### src/rtl/v_mult_pkg.sv
// ============================================================================
// v_mult_pkg : shared constants and sideband type for the multiply-accumulate
// Rev 1.0
// ============================================================================
`default_nettype none

package v_mult_pkg;

  localparam int MULT_LATENCY = 5;
  localparam int MULT_PROD_W  = 36;
  localparam int MULT_ACC_W   = 48;
  localparam int MULT_CNT_W   = 16;

  typedef struct packed {
    logic valid;
    logic last;
  } sideband_t;

  localparam sideband_t SB_IDLE = '{valid: 1'b0, last: 1'b0};

  // LAST only means something when qualified by VALID.
  function automatic sideband_t make_sb(input logic valid, input logic last);
    sideband_t sb;
    sb.valid = valid;
    sb.last  = valid & last;
    return sb;
  endfunction

endpackage

`default_nettype wire

### src/rtl/v_valid_delay.sv
// ============================================================================
// v_valid_delay : LATENCY-deep {valid,last} shift register, synchronous clear
// Rev 1.0
// ============================================================================
`default_nettype none

module v_valid_delay
  import v_mult_pkg::*;
#(
  parameter int LATENCY = MULT_LATENCY
) (
  input  logic      clk,
  input  logic      rst,
  input  sideband_t din,
  output sideband_t dout
);

  sideband_t stage [LATENCY];

  always_ff @(posedge clk) begin
    if (rst) begin
      for (int i = 0; i < LATENCY; i++) begin
        stage[i] <= SB_IDLE;
      end
    end else begin
      stage[0] <= din;
      for (int i = 1; i < LATENCY; i++) begin
        stage[i] <= stage[i-1];
      end
    end
  end

  assign dout = stage[LATENCY-1];

endmodule

`default_nettype wire

### src/rtl/v_mult_accum.sv
// ============================================================================
// v_mult_accum : aligns caller sideband with multiplier output, accumulates
//                saturating frame sums and emits sum/count/overflow per frame
// Rev 1.0
// ============================================================================
`default_nettype none

module v_mult_accum
  import v_mult_pkg::*;
#(
  parameter int LATENCY = MULT_LATENCY,
  parameter int PROD_W  = MULT_PROD_W,
  parameter int ACC_W   = MULT_ACC_W,
  parameter int CNT_W   = MULT_CNT_W
) (
  input  logic              clk,
  input  logic              rst,
  input  logic              IN_VALID,
  input  logic              IN_LAST,
  input  logic [PROD_W-1:0] MULT,
  output logic [ACC_W-1:0]  SUM,
  output logic [CNT_W-1:0]  SUM_CNT,
  output logic              SUM_OVF,
  output logic              SUM_VALID
);

  sideband_t in_sb;
  sideband_t aligned_sb;

  logic [ACC_W-1:0] acc;
  logic [CNT_W-1:0] cnt;
  logic             ovf;

  logic [ACC_W:0]   nsum;
  logic             sat;
  logic [ACC_W-1:0] value;
  logic [CNT_W-1:0] ncnt;

  assign in_sb = make_sb(IN_VALID, IN_LAST);

  v_valid_delay #(
    .LATENCY (LATENCY)
  ) u_valid_delay (
    .clk  (clk),
    .rst  (rst),
    .din  (in_sb),
    .dout (aligned_sb)
  );

  // One extra bit catches the carry out of the accumulator.
  always_comb begin
    nsum  = {1'b0, acc} + {{(ACC_W + 1 - PROD_W){1'b0}}, MULT};
    sat   = nsum[ACC_W] | ovf;
    value = sat ? {ACC_W{1'b1}} : nsum[ACC_W-1:0];
    ncnt  = (cnt == {CNT_W{1'b1}}) ? cnt : cnt + CNT_W'(1);
  end

  always_ff @(posedge clk) begin
    if (rst) begin
      acc       <= '0;
      cnt       <= '0;
      ovf       <= 1'b0;
      SUM       <= '0;
      SUM_CNT   <= '0;
      SUM_OVF   <= 1'b0;
      SUM_VALID <= 1'b0;
    end else begin
      SUM_VALID <= 1'b0;
      if (aligned_sb.valid) begin
        if (aligned_sb.last) begin
          // Close the frame and restart clean on the same edge.
          SUM       <= value;
          SUM_CNT   <= ncnt;
          SUM_OVF   <= sat;
          SUM_VALID <= 1'b1;
          acc       <= '0;
          cnt       <= '0;
          ovf       <= 1'b0;
        end else begin
          acc <= value;
          cnt <= ncnt;
          ovf <= sat;
        end
      end
    end
  end

endmodule

`default_nettype wire

### config.mk
export PLATFORM = sky130hd
export DESIGN_NAME = v_mult_accum
export DESIGN_NICKNAME = d
export VERILOG_FILES = /design/src/rtl/v_mult_pkg.sv /design/src/rtl/v_valid_delay.sv /design/src/rtl/v_mult_accum.sv
export SDC_FILE = /design/constraint.sdc
export NUM_CORES = 1
export LEC_CHECK = 0
export ABC_AREA = 1
export CAP_MARGIN = 10
export CORE_MARGIN = 4
export CORE_UTILIZATION = 45
export CTS_CLUSTER_DIAMETER = 50
export CTS_CLUSTER_SIZE = 40
export DETAILED_ROUTE_END_ITERATION = 8
export PLACE_DENSITY = 0.65
export SLEW_MARGIN = 25
export SYNTH_ARGS = -nofsm -noshare
export SYNTH_HDL_FRONTEND = slang
export SYNTH_HIERARCHICAL = 1
export SYNTH_SLANG_ARGS = --single-unit
### constraint.sdc
create_clock -name clk -period 3.2 [get_ports clk]
set_input_delay 0.64 -clock clk [delete_from_list [all_inputs] [get_ports clk]]
set_output_delay 0.64 -clock clk [all_outputs]
set_load 0.01 [all_outputs]
==> flow_summary.toml <==
[min_path]
hp-start = "u_valid_delay/stage[0][3]"
holdPathEnd = "u_valid_delay/stage[0][5]"
min_path_cells = 2
hold_class = "register to register"

[logic_synthesis]
synthDistinctLibCells = 43
netlist_area_mm2 = 0.009319
synthFlopType = "dfxtp_1"
yosysWarnings = 6
synth_edf_count = 0
synth_seq_cells = 141
synthArstFlopShare_pct = 0
syn_area_per_cell_um2 = 6.392
synthCells = 1458
syn_nets = 1536
synth-seq-area-share_pct = 30.29

[global_route]
grt_overflow = 0
antenna_found_initial = 1
grt_pass1_wl_mm = 45.22
grt_usage_pct = 23.74
grt_pass1_vias = 8806
grt_max_degree = 65

[timing]
finalHoldViolCount = 0
maxSlewHeadroom_pct = 50.52
slew_violations = 0
worst_slew_pin_slew_ns = 0.7421
skew_ns = 0.01248
tns_ns = 0
finalSetupViolations = 0
rsz0062_at_grt = "no"
post-route-period-util_pct = 83.92
finalCriticalPeriod_ns = 2.685
max_freq_ghz = 0.3724

[clock_network]
htreeDepth = 4
post_cts.repair.setup_buffers = 0
cts_tree = "built"
numCtsBuffers = 17
clkLatencyLatePin_ns = 0.43
clk_pin_slew_worst_paths_ns = 0.07
clock_sinks = 141
clk_path_buf_depth = 2
cts-resized-gates = 0
postCtsHoldBufs = 0
ctsRootBufferMaster = "clkbuf_16"

[worst_setup_path]
r2r.worst_path.cells = 14
end_kind = "register"
rr_startpoint = "acc[7]"
reg2reg_to = "acc[45]"
cp_max_fo = 11
crit_arrival_ns = 2.99
cp-start-kind = "primary input"
criticalPathCategory = "primary input to register"
setup.reg_to_reg.worst_slack_ns = 0.88
critical_path_required_ns = 3.51

[drt]
viasPerCell = 4.907
drt_first_iter_violations = 640
route.detailed.drc = 0
ant_nets = 0
first_pass_iters = 5
vias = 9147
wirelength_mm = 27.30
wl_per_cell_um = 14.65

[floorplanning]
fp.coreArea_mm2 = 0.02030
io_pins = 106
die_w_um = 151.9
dieArea_mm2 = 0.02308
die_y_um = 151.9
initial_utilization_pct = 45.91
rows = 52

[placed_design]
port_buffers = 105
place_hpwl_mm = 21.37
place_congestion = 0.9476

[run_status]
status = "finished clean"

[power_and_ir_drop]
p_leak_nw = 5.549
powerDensity_mw_per_mm2 = 366.7
ir_drop_mv = 0.3292

[cells_and_area]
fin_nets = 1659
final_cell_mix = "nand2_1, inv_1, dfxtp_1"
final_common_cell = "nand2_1"
area_delta_synth_final_pct = 22.66
final_util_pct = 56.31
antenna_cells = 0
drive_gt1_share_pct = 11.23

[run]
maxCapViolations = 0
worst max-delay path: stages:
cell             delay (ns)
clkdlybuf4s50_1        0.43
ha_1                   0.23
fa_1                   0.39
nand3_1                0.11
nand3_2                0.08
nand2_2                0.07
nand2_2                0.07
nand2_2                0.07
nand2_2                0.07
nand2_4                0.08
nand3_4                0.09
nor2_8                 0.13
buf_12                 0.16
buf_4                  0.17
nand3_4                0.07
nand2_2                0.06
a21oi_2                0.04
how the worst max path moves through the flow:
stage | startpoint | end | slack (ns) | depth (start not counted)
final | MULT[0] | acc[36] | 0.51 | 17
after global routing | MULT[0] | acc[36] | 0.38 | 17
after CTS | MULT[0] | acc[36] | 0.52 | 17
after detailed placement | MULT[0] | acc[36] | 0.07 | 17
after global placement | MULT[0] | acc[35] | 0.11 | 17
after floorplan | MULT[0] | SUM[0] | 0.60 | 14
cells in the mapped netlist (3+ instances only):
| library cell | n | area (µm²) |
|---|---|---|
| a21oi_1 | 65 | 325.3 |
| a21oi_2 | 21 | 183.9 |
| a22o_1 | 14 | 122.6 |
| buf_4 | 5 | 37.54 |
| clkbuf_1 | 27 | 101.4 |
| clkbuf_8 | 3 | 41.29 |
| dfxtp_1 | 141 | 2823 |
| ha_1 | 37 | 462.9 |
| inv_1 | 209 | 784.5 |
| inv_2 | 7 | 26.28 |
| nand2_1 | 557 | 2091 |
| nand2_2 | 33 | 206.5 |
| nand2_4 | 7 | 78.83 |
| nand3_1 | 62 | 310.3 |
| nand3_4 | 16 | 280.3 |
| nand4_1 | 14 | 87.58 |
| nor2_1 | 106 | 397.9 |
| nor2_2 | 4 | 25.02 |
| nor2_4 | 4 | 45.04 |
| nor3_1 | 11 | 55.05 |
| o21ai_0 | 57 | 285.3 |
| xnor2_1 | 6 | 52.55 |
| xor2_1 | 27 | 236.5 |
logic make-up (layout without fill, tap and decap cells):
| group | after synthesis | after routing | share of synthesized area, % |
|---|---|---|---|
| buffers and inverters | 260 | 396 | 11.63 |
| xor gates and xnor gates | 33 | 33 | 3.102 |
| DFF | 141 | 141 | 30.29 |
| AOI/OAI and AO/OA | 165 | 165 | 10.47 |
| adders and majority gates | 38 | 38 | 5.183 |
| and+or+nand+nor | 821 | 821 | 39.33 |
power breakdown:
part	switching [mW]	internal, mW
Clock	0.927	1.19
Combinational	0.189	0.118
Sequential	0.00320	1.76
Total	1.12	3.07
flip-flops by register name, summed over array words and instances (netlist names):
| name | cells |
|---|---|
| u_valid_delay/stage | 10 |
| SUM | 48 |
| SUM_OVF | 1 |
| cnt | 16 |
| acc | 48 |
| SUM_VALID | 1 |
| ovf | 1 |
| SUM_CNT | 16 |
routing by layer:
layer	track usage [%]	share of wire, %	vias up
met4	7.149	1.9	2
met3	4.750	5.6	36
li1	-	-	4747
met5	0	0.048	-
met2	38.48	45	224
met1	32.06	47	4138
final cells by class:
class / instances / area, µm²
Fill cell: 2076 / 8869
Multi-Input combinational cell: 1057 / 5439
Sequential cell: 141 / 2823
Timing Repair Buffer: 147 / 1399
Inverter: 217 / 815.8
Clock buffer: 17 / 425.4
Tap cell: 270 / 337.8
Clock inverter: 15 / 191.4
stage by stage:
stage | total power, mW | area [µm²] | std cells | setup WS, ns | hold slack [ns]
floorplan | 1.987 | 9319 | 1458 | 0.6006 | 0.3883
global placement | 2.108 | 10810 | 1832 | 0.1084 | 0.3953
detailed placement | 2.108 | 10810 | 1832 | 0.07455 | 0.3988
CTS | 4.231 | 11430 | 1864 | 0.5215 | 0.4073
global route | 4.341 | 11430 | 1864 | 0.3770 | 0.4267
finish | 4.192 | 11430 | 1864 | 0.5145 | 0.4047
Power figures use the tool's default switching activity.
